[src/rtl/vga_pkg.sv]
// Shared VGA constants and swap-FSM state type for the frame buffer arbiter.
// Optional test-pattern build is selected with VGA_TEST_PATTERN_EN.
package vga_pkg;

  localparam int unsigned H_ACTIVE = 640;
  localparam int unsigned V_ACTIVE = 480;
  localparam int unsigned H_TOTAL  = 800;
  localparam int unsigned V_TOTAL  = 525;
  localparam int unsigned PIX_W    = 8;

  // Counter widths wide enough for a full scan including blanking
  localparam int unsigned X_W = $clog2(H_TOTAL);
  localparam int unsigned Y_W = $clog2(V_TOTAL);

  typedef enum logic {
    RUN     = 1'b0,
    PENDING = 1'b1
  } swap_state_t;

endpackage

[src/rtl/vga_fb_arbiter_if.sv]
// Filter write-back stream into the arbiter: pixel writes plus the frame-done pulse.
interface vga_fb_arbiter_if import vga_pkg::*; #(
  parameter int unsigned ADDR_W = 16
);

  logic              wr_valid;
  logic              wr_ready;
  logic [ADDR_W-1:0] wr_addr;
  logic [PIX_W-1:0]  wr_data;
  logic              wr_frame_done;

  modport master (
    output wr_valid, wr_addr, wr_data, wr_frame_done,
    input  wr_ready
  );

  modport slave (
    input  wr_valid, wr_addr, wr_data, wr_frame_done,
    output wr_ready
  );

endinterface

[src/rtl/fb_wr_fifo.sv]
// Small synchronous FIFO buffering filter writes until the BRAM port is free.
module fb_wr_fifo #(
  parameter int unsigned DEPTH = 4,
  parameter int unsigned DW    = 24
) (
  input  logic          clk,
  input  logic          rst,
  input  logic          i_push,
  input  logic [DW-1:0] i_wdata,
  input  logic          i_pop,
  output logic [DW-1:0] o_rdata_c,
  output logic          o_empty,
  output logic          o_full,
  output logic          o_full_nx_c
);

  localparam int unsigned PW = (DEPTH > 1) ? $clog2(DEPTH) : 1;
  localparam int unsigned CW = PW + 1;

  logic [DW-1:0] r_mem [DEPTH];
  logic [PW-1:0] r_wptr;
  logic [PW-1:0] r_rptr;
  logic [CW-1:0] r_cnt;
  logic          r_empty;
  logic          r_full;

  logic [CW-1:0] w_cnt_nx;
  logic          w_push;
  logic          w_pop;

  // A pop in the same cycle frees the slot, so a push into a full FIFO is legal then
  always_comb begin
    w_pop    = i_pop && !r_empty;
    w_push   = i_push && (!r_full || w_pop);
    w_cnt_nx = r_cnt;
    if (w_push && !w_pop) begin
      w_cnt_nx = r_cnt + CW'(1);
    end else if (!w_push && w_pop) begin
      w_cnt_nx = r_cnt - CW'(1);
    end
    o_full_nx_c = (w_cnt_nx == CW'(DEPTH));
  end

  always_ff @(posedge clk or posedge rst) begin
    if (rst) begin
      r_wptr  <= '0;
      r_rptr  <= '0;
      r_cnt   <= '0;
      r_empty <= 1'b1;
      r_full  <= 1'b0;
    end else begin
      if (w_push) r_wptr <= r_wptr + PW'(1);
      if (w_pop)  r_rptr <= r_rptr + PW'(1);
      r_cnt   <= w_cnt_nx;
      r_empty <= (w_cnt_nx == '0);
      r_full  <= (w_cnt_nx == CW'(DEPTH));
    end
  end

  always_ff @(posedge clk) begin
    if (w_push) r_mem[r_wptr] <= i_wdata;
  end

  assign o_rdata_c = r_mem[r_rptr];
  assign o_empty   = r_empty;
  assign o_full    = r_full;

endmodule

[src/rtl/vga_fb_arbiter.sv]
// Frame buffer port arbiter: display reads win, filter writes drain from a FIFO into the
// back bank, banks swap at vertical blanking. VGA_TEST_PATTERN_EN adds a tp_en XOR pattern.
module vga_fb_arbiter import vga_pkg::*; #(
  parameter int unsigned      IMG_W      = 256,
  parameter int unsigned      IMG_H      = 256,
  parameter int unsigned      ADDR_W     = 16,
  parameter int unsigned      WBUF_DEPTH = 4,
  parameter logic [PIX_W-1:0] BORDER     = 8'h00
) (
  input  logic              clk25,
  input  logic              rst,
  input  logic [X_W-1:0]    x,
  input  logic [Y_W-1:0]    y,
  input  logic              video_on,
  input  logic              hsync_in,
  input  logic              vsync_in,
`ifdef VGA_TEST_PATTERN_EN
  input  logic              tp_en,
`endif
  vga_fb_arbiter_if.slave   wr,
  output logic              mem_en,
  output logic              mem_we,
  output logic [ADDR_W:0]   mem_addr,
  output logic [PIX_W-1:0]  mem_wdata,
  input  logic [PIX_W-1:0]  mem_rdata,
  output logic [PIX_W-1:0]  pix_out,
  output logic              hsync_out,
  output logic              vsync_out,
  output logic              video_on_out,
  output logic              disp_bank
);

  localparam int unsigned XB   = (IMG_W > 1) ? $clog2(IMG_W) : 1;
  localparam int unsigned QW   = ADDR_W + PIX_W;

  swap_state_t r_state;
  swap_state_t w_state_nx;
  logic        w_swap;

  logic              r_mem_en;
  logic              r_mem_we;
  logic [ADDR_W:0]   r_mem_addr;
  logic [PIX_W-1:0]  r_mem_wdata;
  logic [PIX_W-1:0]  r_pix;
  logic              r_disp_bank;
  logic              r_wr_ready;
  logic [1:0]        r_rd_d;
  logic [2:0]        r_vo_d;
  logic [2:0]        r_hs_d;
  logic [2:0]        r_vs_d;

  logic              w_in_img;
  logic              w_rd_req;
  logic              w_swap_pt;
  logic [ADDR_W-1:0] w_rd_addr;
  logic              w_push;
  logic              w_pop;
  logic [QW-1:0]     w_fifo_q;
  logic [ADDR_W-1:0] w_q_addr;
  logic [PIX_W-1:0]  w_q_data;
  logic              w_fifo_empty;
  logic              w_fifo_full;
  logic              w_fifo_full_nx;

  assign w_in_img  = video_on && (x < X_W'(IMG_W)) && (y < Y_W'(IMG_H));
  assign w_swap_pt = (x == '0) && (y == Y_W'(V_ACTIVE));

`ifdef VGA_TEST_PATTERN_EN
  assign w_rd_req = w_in_img && !tp_en;
`else
  assign w_rd_req = w_in_img;
`endif

  // Power-of-two widths reduce row*IMG_W+col to a bit concatenation
  generate
    if (IMG_W == (1 << XB)) begin : g_addr_shift
      assign w_rd_addr = ADDR_W'({y, x[XB-1:0]});
    end else begin : g_addr_mul
      assign w_rd_addr = ADDR_W'(ADDR_W'(y) * ADDR_W'(IMG_W) + ADDR_W'(x));
    end
  endgenerate

  assign w_push = wr.wr_valid && r_wr_ready;
  assign w_pop  = !w_rd_req && !w_fifo_empty;
  assign {w_q_addr, w_q_data} = w_fifo_q;

  fb_wr_fifo #(
    .DEPTH (WBUF_DEPTH),
    .DW    (QW)
  ) u_wr_fifo (
    .clk         (clk25),
    .rst         (rst),
    .i_push      (w_push),
    .i_wdata     ({wr.wr_addr, wr.wr_data}),
    .i_pop       (w_pop),
    .o_rdata_c   (w_fifo_q),
    .o_empty     (w_fifo_empty),
    .o_full      (w_fifo_full),
    .o_full_nx_c (w_fifo_full_nx)
  );

  always_ff @(posedge clk25 or posedge rst) begin
    if (rst) r_state <= RUN;
    else     r_state <= w_state_nx;
  end

  // Swap only on an empty FIFO at the blanking point; frame_done during PENDING is dropped
  always_comb begin
    w_state_nx = r_state;
    w_swap     = 1'b0;
    case (r_state)
      RUN: begin
        if (wr.wr_frame_done) w_state_nx = PENDING;
      end
      PENDING: begin
        if (w_swap_pt && w_fifo_empty) begin
          w_state_nx = RUN;
          w_swap     = 1'b1;
        end
      end
    endcase
  end

  always_ff @(posedge clk25 or posedge rst) begin
    if (rst) begin
      r_mem_en    <= 1'b0;
      r_mem_we    <= 1'b0;
      r_mem_addr  <= '0;
      r_mem_wdata <= '0;
      r_disp_bank <= 1'b0;
      r_wr_ready  <= 1'b0;
    end else begin
      r_disp_bank <= r_disp_bank ^ w_swap;
      r_wr_ready  <= !w_fifo_full_nx && (w_state_nx == RUN);
      if (w_rd_req) begin
        r_mem_en   <= 1'b1;
        r_mem_we   <= 1'b0;
        r_mem_addr <= {r_disp_bank, w_rd_addr};
      end else if (w_pop) begin
        r_mem_en    <= 1'b1;
        r_mem_we    <= 1'b1;
        r_mem_addr  <= {~r_disp_bank, w_q_addr};
        r_mem_wdata <= w_q_data;
      end else begin
        r_mem_en <= 1'b0;
        r_mem_we <= 1'b0;
      end
    end
  end

  // Three-stage alignment: address, BRAM read, pixel register
  always_ff @(posedge clk25 or posedge rst) begin
    if (rst) begin
      r_rd_d <= '0;
      r_vo_d <= '0;
      r_hs_d <= '1;
      r_vs_d <= '1;
    end else begin
      r_rd_d <= {r_rd_d[0], w_rd_req};
      r_vo_d <= {r_vo_d[1:0], video_on};
      r_hs_d <= {r_hs_d[1:0], hsync_in};
      r_vs_d <= {r_vs_d[1:0], vsync_in};
    end
  end

`ifdef VGA_TEST_PATTERN_EN
  logic [1:0]       r_tp_d;
  logic [PIX_W-1:0] r_pat_d1;
  logic [PIX_W-1:0] r_pat_d2;

  always_ff @(posedge clk25 or posedge rst) begin
    if (rst) begin
      r_tp_d   <= '0;
      r_pat_d1 <= '0;
      r_pat_d2 <= '0;
      r_pix    <= '0;
    end else begin
      r_tp_d   <= {r_tp_d[0], w_in_img && tp_en};
      r_pat_d1 <= x[7:0] ^ y[7:0];
      r_pat_d2 <= r_pat_d1;
      if (r_tp_d[1])      r_pix <= r_pat_d2;
      else if (r_rd_d[1]) r_pix <= mem_rdata;
      else if (r_vo_d[1]) r_pix <= BORDER;
      else                r_pix <= '0;
    end
  end
`else
  always_ff @(posedge clk25 or posedge rst) begin
    if (rst) begin
      r_pix <= '0;
    end else begin
      if (r_rd_d[1])      r_pix <= mem_rdata;
      else if (r_vo_d[1]) r_pix <= BORDER;
      else                r_pix <= '0;
    end
  end
`endif

  assign wr.wr_ready   = r_wr_ready;
  assign mem_en        = r_mem_en;
  assign mem_we        = r_mem_we;
  assign mem_addr      = r_mem_addr;
  assign mem_wdata     = r_mem_wdata;
  assign pix_out       = r_pix;
  assign hsync_out     = r_hs_d[2];
  assign vsync_out     = r_vs_d[2];
  assign video_on_out  = r_vo_d[2];
  assign disp_bank     = r_disp_bank;

endmodule

[src/flat_wrapper.sv]
// flat-port wrapper written by rule: the top's interface ports become plain ports
module vga_fb_arbiter_flat import vga_pkg::*;
#(
  parameter int unsigned      IMG_W      = 256,
  parameter int unsigned      IMG_H      = 256,
  parameter int unsigned      ADDR_W     = 16,
  parameter int unsigned      WBUF_DEPTH = 4,
  parameter logic [PIX_W-1:0] BORDER     = 8'h00
)
  (clk25, rst, x, y, video_on, hsync_in, vsync_in, mem_en, mem_we, mem_addr, mem_wdata, mem_rdata, pix_out, hsync_out, vsync_out, video_on_out, disp_bank, wr_wr_valid, wr_wr_addr, wr_wr_data, wr_wr_frame_done, wr_wr_ready);
  vga_fb_arbiter_if #(.ADDR_W(ADDR_W)) wr_i ();
  input  logic clk25;
  input  logic rst;
  input  logic [X_W-1:0] x;
  input  logic [Y_W-1:0] y;
  input  logic video_on;
  input  logic hsync_in;
  input  logic vsync_in;
  output logic mem_en;
  output logic mem_we;
  output logic [ADDR_W:0] mem_addr;
  output logic [PIX_W-1:0] mem_wdata;
  input  logic [PIX_W-1:0] mem_rdata;
  output logic [PIX_W-1:0] pix_out;
  output logic hsync_out;
  output logic vsync_out;
  output logic video_on_out;
  output logic disp_bank;
  input wire logic [$bits(wr_i.wr_valid)-1:0] wr_wr_valid;
  input wire logic [$bits(wr_i.wr_addr)-1:0] wr_wr_addr;
  input wire logic [$bits(wr_i.wr_data)-1:0] wr_wr_data;
  input wire logic [$bits(wr_i.wr_frame_done)-1:0] wr_wr_frame_done;
  output wire logic [$bits(wr_i.wr_ready)-1:0] wr_wr_ready;
  assign wr_i.wr_valid = wr_wr_valid;
  assign wr_i.wr_addr = wr_wr_addr;
  assign wr_i.wr_data = wr_wr_data;
  assign wr_i.wr_frame_done = wr_wr_frame_done;
  assign wr_wr_ready = wr_i.wr_ready;
  vga_fb_arbiter #(.IMG_W(IMG_W), .IMG_H(IMG_H), .ADDR_W(ADDR_W), .WBUF_DEPTH(WBUF_DEPTH), .BORDER(BORDER)) u_core (.clk25(clk25), .rst(rst), .x(x), .y(y), .video_on(video_on), .hsync_in(hsync_in), .vsync_in(vsync_in), .wr(wr_i), .mem_en(mem_en), .mem_we(mem_we), .mem_addr(mem_addr), .mem_wdata(mem_wdata), .mem_rdata(mem_rdata), .pix_out(pix_out), .hsync_out(hsync_out), .vsync_out(vsync_out), .video_on_out(video_on_out), .disp_bank(disp_bank));
endmodule
[config.mk]
export PLATFORM = sky130hd
export DESIGN_NAME = vga_fb_arbiter_flat
export DESIGN_NICKNAME = d
export VERILOG_FILES = /design/src/rtl/vga_pkg.sv /design/src/rtl/vga_fb_arbiter_if.sv /design/src/rtl/fb_wr_fifo.sv /design/src/rtl/vga_fb_arbiter.sv /design/src/flat_wrapper.sv
export SDC_FILE = /design/constraint.sdc
export NUM_CORES = 1
export LEC_CHECK = 0
export CAP_MARGIN = 0
export CORE_MARGIN = 5
export CORE_UTILIZATION = 55
export CTS_CLUSTER_SIZE = 10
export DETAILED_ROUTE_END_ITERATION = 10
export GPL_TIMING_DRIVEN = 0
export PLACE_DENSITY_LB_ADDON = 0.25
export SLEW_MARGIN = 20
export SYNTH_ARGS = -nofsm -noshare
export SYNTH_HDL_FRONTEND = slang
export SYNTH_HIERARCHICAL = 1
export SYNTH_SLANG_ARGS = --single-unit
[constraint.sdc]
create_clock -name clk25 -period 5 [get_ports clk25]
set_input_delay 0.5 -clock clk25 [delete_from_list [all_inputs] [get_ports clk25]]
set_output_delay 0.5 -clock clk25 [all_outputs]
set_load 0.01 [all_outputs]
==> results of run 1 <==
metrics by stage:
stage | area (um^2) | setup WS (ps) | power [mW] | hold WS [ps] | instances
5_1_grt | 7610 | 1780 | 4.04 | 329 | 579
6_report | 7610 | 1940 | 3.85 | 296 | 579
3_5_place_dp | 7030 | 1410 | 2.65 | 336 | 547
2_1_floorplan | 5850 | 2280 | 2.22 | 327 | 312
3_3_place_gp | 7010 | 1030 | 2.62 | 332 | 546
4_1_cts | 7610 | 1940 | 3.89 | 287 | 579
flip-flops by register name, summed over array words and instances (netlist names), 2 cells and up:
name	count
u_core/u_wr_fifo/r_mem	96
u_core/mem_addr	17
u_core/mem_wdata	8
u_core/pix_out	8
u_core/r_hs_d	3
u_core/r_vo_d	3
u_core/r_vs_d	3
u_core/u_wr_fifo/r_cnt	3
u_core/r_rd_d	2
u_core/u_wr_fifo/r_rptr	2
u_core/u_wr_fifo/r_wptr	2
Yosys cell counts, drive strengths merged:
| master | instances |
|---|---|
| nand2 | 18 |
| edfxtp | 96 |
| nand2b | 2 |
| mux2 | 8 |
| nor4b | 2 |
| clkbuf | 2 |
| nor2 | 6 |
| dfrtp | 51 |
| mux4 | 24 |
| o21ai | 18 |
| nor3b | 2 |
| inv | 7 |
| a32oi | 1 |
| and2 | 14 |
| a21oi | 3 |
| nand4b | 1 |
| ha | 6 |
| o221ai | 1 |
| clkinv | 1 |
| mux2i | 16 |
| or3b | 1 |
| o2bb2ai | 1 |
| xnor2 | 5 |
| and2b | 1 |
| buf | 10 |
| nor3 | 1 |
| a41oi | 1 |
| a21boi | 1 |
| nor4 | 2 |
| dfstp | 7 |
| xor2 | 1 |
| nand4 | 1 |
| or3 | 1 |
report_power, final:
part           switching, mW  total (mW)  internal [mW]
clock network          0.477        1.23          0.750
registers             0.0918        1.59           1.50
logic                  0.445        1.03          0.585
total                   1.01        3.85           2.84
routing by layer:
metal	wire length [um]	vias up
met5	0	-
met4	219	0
met3	704	22
met2	6340	114
met1	4690	1637
li1	-	1427
final cells by class:
| type | instances | share of cell area, % |
|---|---|---|
| buffer | 12 | 0.954 |
| clock buffer | 21 | 6.05 |
| clock inverter | 11 | 1.55 |
| inverter | 8 | 0.411 |
| multi-input combinational | 138 | 18.6 |
| sequential | 154 | 57.1 |
| tap | 136 | 2.24 |
| timing repair buffer | 99 | 13.2 |
worst max-delay path by stage:
stage	from	endpoint	slack [ps]	cells past startpoint
after global placement	x[9]	u_core/u_wr_fifo/r_mem[3][6]	1030	9
after detailed placement	x[8]	u_core/u_wr_fifo/r_mem[1][6]	1410	9
after floorplan	x[9]	u_core/u_wr_fifo/r_mem[0][0]	2280	8
after global routing	x[9]	u_core/u_wr_fifo/r_mem[0][14]	1780	9
after CTS	x[8]	u_core/u_wr_fifo/r_mem[1][14]	1940	9
final	x[8]	u_core/u_wr_fifo/r_mem[1][15]	1940	9
logic make-up (layout without fill, tap and decap cells):
group	count (synthesis)	in the layout
AOI/OAI and AO/OA	26	26
and+or+nand+nor	52	52
muxes	48	48
DFF	154	154
xor gates and xnor gates	6	6
buffers and inverters	20	151
adders and majority gates	6	6
worst max-delay path: stages:
cell and delay [ps]:
clkdlybuf4s50_1 450, or3_1 130, or3b_4 160, clkinv_2 120, nor2_4 400, nand2b_1 130
buf_6 160, a21boi_1 410, and2_2 710
==> results.ini, run 1 <==
[status]
status = finished clean

[setup_path]
cp.required_ps = 5140
r2r_cells = 5
r2r_start = u_core/u_wr_fifo/o_empty
end_kind = flip-flop
critPathMaxFanout = 24
worstSetupPathType = input port to flip-flop
rr_endpoint = u_core/u_wr_fifo/r_mem[1][15]
regToRegSetupSlack_ps = 2380
critical_path_arrival_ps = 3200
startpoint_type = input port

[cts]
holdBufCountCts = 0
cts_made_buffers = 17
cts_tree = done
htreeDepth = 4
postCtsSetupBuffers = 0
clk_path_buf_depth = 2
ctsResizeCount = 0
insertion_delay_ps = 520
clkSinkCount = 154
root_buffer = clkbuf_8
clk_pin_slew_ps = 60

[sta]
slew_headroom_pct = 52.3
hold_viol_final = 0
fin_crit_ps = 3060
tns_ps = 0
max_freq_ghz = 0.327
skew_ps = 8.48
finalSetupViolations = 0
tightest_slew_ps = 716
slew_viol_final = 0
rsz0062_at_grt = no
fin_crit_sh_pct = 61.2

[synthesis]
synth.area.mux_share_pct = 14.0
yosys_warnings = 6
syn_area_per_cell_um2 = 18.8
synth_top_area_share_pct = 49.2
yosysTopAreaCell = edfxtp_1
syn_nets = 377
synth-xor-area-share_pct = 0.898
synth_area_leaders = edfxtp_1 (49%), dfrtp_1 (22%), mux4_2 (9.2%)
ys_ff_latch = 154
ys_seq_area_share_pct = 74.2
synth_compound_area_share_pct = 2.65
synthAdderAreaFrac_pct = 1.28
yosysUniqueCellTypes = 37
yosys.area_share.simple_pct = 5.19
synth_top_family_by_area = multiplexers
synth_cells = 312
synth_area_um2 = 5850

[cells_and_area]
layout.nets = 495
num-fill-cells = 659
multi_input_area_um2 = 1410
final_core_utilization_pct = 73.4
layout-drive-gt1-share_pct = 21.0
seq_area_um2 = 4340
antenna_cells = 0
layout_common_cells = clkdlybuf4s50_1 (98), edfxtp_1 (96), dfrtp_1 (51), mux4_2 (24)
final_common_cell = clkdlybuf4s50_1
synthToLayoutAreaGrowth_pct = 30.0

[power]
leakage_nw = 2.79
vdd_drop_max_mv = 0.370
p_per_area_nw_per_um2 = 506

[placement]
gp_congestion = 0.839
hpwl_um = 7880
io_buffer_count = 98

[detailed_routing]
vias = 3200
drt_iter0_drc = 192
dr.pass1.iters = 4
post_drt_via_cell_ratio = 5.53
drc = 0
wl_um = 11900
antenna_left = 0
wl_per_cell_um = 20.6

[run]
maxCapViolCount = 0

[global_route]
grt_use_met3_pct = 6.10
grt_usage_pct = 20.2
grt-ovfl-total = 0
grt_pass1_vias = 3539
grt_pass1_wl_um = 19100
use_met2_pct = 33.6
grtUsageMet1_pct = 25.0
grt_max_degree = 35
grt-busiest-layer = met2
grt_antenna_before_repair = 0

[die]
die_w_um = 113
die-area_um2 = 12800
io_pins = 99
start_util_pct = 56.5
coreArea_um2 = 10400
die_h_um = 113
num_rows = 37

[worst_hold_path]
hp-class = input port to asynchronous set/reset pin

Note: power is estimated with default switching activity, not from simulation.
==> inputs of run 2 (changes only) <==
--- a/config.mk
+++ b/config.mk
@@ -7,7 +7,7 @@
 export LEC_CHECK = 0
 export CAP_MARGIN = 0
 export CORE_MARGIN = 5
-export CORE_UTILIZATION = 55
+export CORE_UTILIZATION = 47
 export CTS_CLUSTER_SIZE = 10
 export DETAILED_ROUTE_END_ITERATION = 10
 export GPL_TIMING_DRIVEN = 0
==> constraint.sdc (replaced) <==
create_clock -name clk25 -period 2.48 [get_ports clk25]
set_input_delay 0.248 -clock clk25 [delete_from_list [all_inputs] [get_ports clk25]]
set_output_delay 0.248 -clock clk25 [all_outputs]
set_load 0.01 [all_outputs]
==> run 2 against run 1 <==
  * Register-to-register slack lost 1900 ps
  * Non-clock buffer count grew 2
  * Critical endpoint is now u_core/wr.wr_ready
  * Sequential share of layout area shrank 0.86 points
  * Highest routed layer unchanged
  * Cell count grew 6.2%
  * Critical path type unchanged
==> results.ini, run 2 (synthesis results as in run 1) <==
[sta]
finalSetupViolations = 0
fin_crit_sh_pct = 96.5
max_freq_ghz = 0.418
slew_headroom_pct = 58.7
rsz0062_at_grt = no
layout_setup_ws_ps = 87.2
hold_viol_final = 0
hold_ws_ps = 142
tightest_slew_ps = 614
tns_ps = 0
fin_crit_ps = 2390
skew_ps = 6.29
slew_viol_final = 0

[placement]
dp_cells = 579
place_area_um2 = 7070
gp_congestion = 0.780
io_buffer_count = 98
hpwl_um = 7930
dp_slack_ps = -860

[cells_and_area]
final_common_cell = clkdlybuf4s50_1
layoutNonFillerInstCount = 615
top_register = u_core/u_wr_fifo/r_mem
largest_reg_flops = 96
design_area_um2 = 7720
layout-drive-gt1-share_pct = 22.6
layout_common_cells = clkdlybuf4s50_1 (98), edfxtp_1 (96), dfrtp_1 (51), mux4_2 (24), nand2_1 (18)
layout.nets = 499
synthToLayoutAreaGrowth_pct = 32.0
num-fill-cells = 899
antenna_cells = 0
final_core_utilization_pct = 63.8

[power]
fin_total_pwr_mw = 7.92
p_int_mw = 5.82
seq_power_share_pct = 40.7
switchingPower_mw = 2.10
p_per_area_nw_per_um2 = 1030
pwr-share-clk_pct = 32.6
pwr-share-comb_pct = 26.7
vdd_drop_max_mv = 0.591
leakage_nw = 2.82
p_sw_share_pct = 26.5

[global_route]
grt_antenna_before_repair = 0
grt_max_degree = 34
grt-ovfl-total = 0
grt_pass1_vias = 3456
grt_usage_pct = 17.5
grt_pass1_wl_um = 18800

[detailed_routing]
drc = 0
post_drt_via_cell_ratio = 5.22
dr.pass1.iters = 4
drt_iter0_drc = 211
antenna_left = 0
wl_um = 12300
wl_per_cell_um = 20.0
vias = 3213

[cts]
insertion_delay_ps = 420
holdBufCountCts = 0
root_buffer = clkbuf_16
clkSinkCount = 154
clk_path_buf_depth = 2
clk_pin_slew_ps = 60
cts_made_buffers = 17
htreeDepth = 4
cts_tree = done

[die]
die-area_um2 = 14800
coreArea_um2 = 12100
die_h_um = 122
start_util_pct = 48.3
die_w_um = 122
num_rows = 40
io_pins = 99

[setup_path]
worstSetupPathType = input port to flip-flop
cp_num_buf_inv = 3
max_stage_delay_ps = 430
crit_family = simple AND/OR/NAND/NOR gates
critical_path_arrival_ps = 2680
end_kind = flip-flop
cp_cell_sequence = clkdlybuf4s50_1 > or3_1 > or3b_4 > inv_4 > nor2_4 > buf_6 > nor3b_2 > a32oi_2 > xnor2_2 > nor3b_2 > nor2_1
cp.required_ps = 2770
critPathMaxFanout = 10
startpoint_type = input port
cpMaxStageDelayCell = or3b_4
crit_top_cell = nor3b_2

[run]
maxCapViolCount = 0

[worst_hold_path]
hp-class = input port to asynchronous set/reset pin

[status]
status = finished clean

[run 2: changes by cell type in the layout (fill, tap and decap cells not counted), moves of 2 or more]
cell / previous run / this run
and2_4: 0 / 4
and2_2: 4 / 2
clkbuf_8: 2 / 0
clkinv_4: 1 / 5
clkbuf_1: 3 / 1
[run 2: repair_timing]
| item | 4_1_cts | 5_1_grt |
|---|---|---|
| cloned | 2 | 0 |
| pin swaps | 2 | 0 |
| resized for setup | 5 | 4 |
| buffers inserted | 1 | 1 |
| setup endpoints to repair | 96 | 1 |
[run 2: path summary, 6_finish.rpt]
check | start | to | slack [ps] | cells past startpoint
hold / removal | rst | u_core/u_wr_fifo/r_cnt[0] | 140 | 2
max in group asynchronous | rst | u_core/r_hs_d[1] | 1750 | 3
setup / recovery | x[9] | u_core/wr.wr_ready | 90 | 11
min in group clk25 | vsync_in | u_core/r_vs_d[0] | 230 | 1
hold reg to reg | u_core/r_vo_d[1] | u_core/r_vo_d[2] | 350 | 0
setup reg to reg | u_core/u_wr_fifo/o_empty | u_core/u_wr_fifo/r_mem[3][16] | 450 | 5
[run 2: cell type report]
cell class | instances | area (um^2) | area share (%)
Tap cell | 168 | 210 | 2.72
Inverter | 8 | 32.5 | 0.421
Multi-Input combinational cell | 140 | 1440 | 18.7
Timing Repair Buffer | 101 | 1020 | 13.2
Clock inverter | 15 | 178 | 2.30
Buffer | 12 | 72.6 | 0.939
Sequential cell | 154 | 4340 | 56.2
Clock buffer | 17 | 425 | 5.51
[run 2: per-layer routing]
layer | part of all wire [%] | track usage (%) | vias to the layer above
met5 | 0 | 0 | -
met4 | 1.7 | 6.86 | 0
met3 | 7.4 | 6.59 | 18
met2 | 48 | 26.6 | 118
met1 | 42 | 23.2 | 1642
li1 | - | - | 1435
[run 2: power by group through the flow]
| stage | clock network (mW) | logic, mW | registers [mW] |
|---|---|---|---|
| after global routing | 2.76 | 2.27 | 3.26 |
| after detailed placement | 0 | 2.09 | 3.27 |
| after global placement | 0 | 2.03 | 3.27 |
| final | 2.58 | 2.12 | 3.23 |
| after CTS | 2.64 | 2.11 | 3.23 |
| after floorplan | 0 | 1.16 | 3.32 |
==> inputs of run 3 (changes only) <==
--- a/config.mk
+++ b/config.mk
@@ -6,8 +6,10 @@
 export NUM_CORES = 1
 export LEC_CHECK = 0
 export CAP_MARGIN = 0
+export CELL_PAD_IN_SITES_DETAIL_PLACEMENT = 0
+export CELL_PAD_IN_SITES_GLOBAL_PLACEMENT = 1
 export CORE_MARGIN = 5
-export CORE_UTILIZATION = 47
+export CORE_UTILIZATION = 40
 export CTS_CLUSTER_SIZE = 10
 export DETAILED_ROUTE_END_ITERATION = 10
 export GPL_TIMING_DRIVEN = 0
==> run 3 against run 2 <==
  * Combinational power about the same
  * Wire length increased by 3.9%
  * Via count about the same
  * Critical path type unchanged
  * Largest power group unchanged
==> results.ini, run 3 (synthesis results as in run 1) <==
[power]
vdd_drop_max_mv = 0.644
leakage_nw = 2.85
p_per_area_nw_per_um2 = 1040
fin_total_pwr_mw = 8.08

[cells_and_area]
final_common_cell = clkdlybuf4s50_1
top_register = u_core/u_wr_fifo/r_mem
layout_common_cells = clkdlybuf4s50_1 (98), edfxtp_1 (96), dfrtp_1 (51), mux4_2 (24)
largest_reg_flops = 96
antenna_cells = 0
layout-drive-gt1-share_pct = 22.3
layout.nets = 500
layoutNonFillerInstCount = 632
synthToLayoutAreaGrowth_pct = 33.0
final_core_utilization_pct = 54.0

[sta]
rsz0062_at_grt = no
fin_crit_ps = 2410
finalSetupViolations = 0
hold_viol_final = 0
skew_ps = 14.2
slew_headroom_pct = 55.5
fin_crit_sh_pct = 97.2
slew_viol_final = 0
max_freq_ghz = 0.415
tightest_slew_ps = 667
layout_setup_ws_ps = 70.6

[global_route]
grt-ovfl-total = 0
grt_pass1_vias = 3473
grt_pass1_wl_um = 19400
grt_max_degree = 50
grt_antenna_before_repair = 0
grt_usage_pct = 15.6

[die]
num_rows = 44
die_h_um = 131
start_util_pct = 40.6
die-area_um2 = 17200
die_w_um = 131
io_pins = 99
coreArea_um2 = 14400

[detailed_routing]
wl_per_cell_um = 20.2
post_drt_via_cell_ratio = 5.08
vias = 3212
drt_iter0_drc = 207
drc = 0
wl_um = 12800
dr.pass1.iters = 4
antenna_left = 0

[worst_hold_path]
hp-class = input port to asynchronous set/reset pin

[placement]
gp_congestion = 0.776
io_buffer_count = 98
dp_slack_ps = -914
hpwl_um = 8050
dp_cells = 594

[cts]
htreeDepth = 4
clk_pin_slew_ps = 60
clkSinkCount = 154
holdBufCountCts = 0
insertion_delay_ps = 410
cts_made_buffers = 17
root_buffer = clkbuf_16
clk_path_buf_depth = 2
cts_tree = done

[setup_path]
worstSetupPathType = input port to flip-flop
cp.required_ps = 2760
cp_num_buf_inv = 3
crit_top_cell = nor3b_2
startpoint_type = input port
critPathMaxFanout = 10
max_stage_delay_ps = 440
end_kind = flip-flop
cp_cell_sequence = clkdlybuf4s50_1 > or3_1 > or3b_4 > inv_6 > nor2_4 > buf_4 > nor3b_2 > a32oi_2 > xnor2_2 > nor3b_2 > nor2_1
critical_path_arrival_ps = 2680
cpMaxStageDelayCell = or3b_4
crit_family = simple AND/OR/NAND/NOR gates

[run]
maxCapViolCount = 0

[status]
status = finished clean

==> run 3: per-stage QoR <==
stage	hold slack (ps)	cell area, um^2	setup TNS (ps)
floorplan	75.2	5850	0
global placement	332	7070	-131570
detailed placement	336	7070	-86350
CTS	181	7770	0
global route	218	7780	0
finish	188	7780	0
==> run 3: final cells by class <==
type / count / area (um^2)
Buffer: 12 / 72.6
Clock buffer: 20 / 447
Multi-Input combinational cell: 142 / 1460
Inverter: 8 / 37.5
Tap cell: 184 / 230
Fill cell: 1170 / 6640
Sequential cell: 154 / 4340
Clock inverter: 12 / 195
Timing Repair Buffer: 100 / 996
==> run 3: per-layer routing <==
layer	wire (um)	GRT usage, %	up-vias
li1	-	-	1445
met1	5680	21.0	1653
met2	6050	24.4	106
met3	960	5.24	8
met4	65	4.17	0
met5	0	0	-
==> run 3: path summary, 6_finish.rpt <==
| kind | start | endpoint | slack, ps | cells after the start |
|---|---|---|---|---|
| setup reg to reg | u_core/u_wr_fifo/o_empty | u_core/u_wr_fifo/r_mem[3][19] | 590 | 5 |
| setup / recovery | x[9] | u_core/wr.wr_ready | 70 | 11 |
| min in group clk25 | vsync_in | u_core/r_vs_d[0] | 250 | 1 |
| hold / removal | rst | u_core/u_wr_fifo/r_rptr[0] | 190 | 2 |
| hold reg to reg | u_core/r_rd_d[0] | u_core/r_rd_d[1] | 340 | 0 |
| max in group asynchronous | rst | u_core/mem_addr[15] | 1720 | 2 |
==> run 3: power breakdown <==
part           switching, mW  internal [mW]  total (mW)  leakage [nW]
Combinational          0.900           1.21        2.11         0.984
Clock                  0.956           1.81        2.77         0.316
Sequential             0.175           3.03        3.20          1.55
Total                   2.03           6.05        8.08          2.85
==> run 3: what timing repair did <==
item | 4_1_cts | 5_1_grt
endpoints found under the hold margin | 0 | 0
pin swaps | 5 | 2
buffers inserted | 1 | 1
gates resized for setup | 9 | 3
setup endpoints to repair | 96 | 1
cloned | 4 | 0
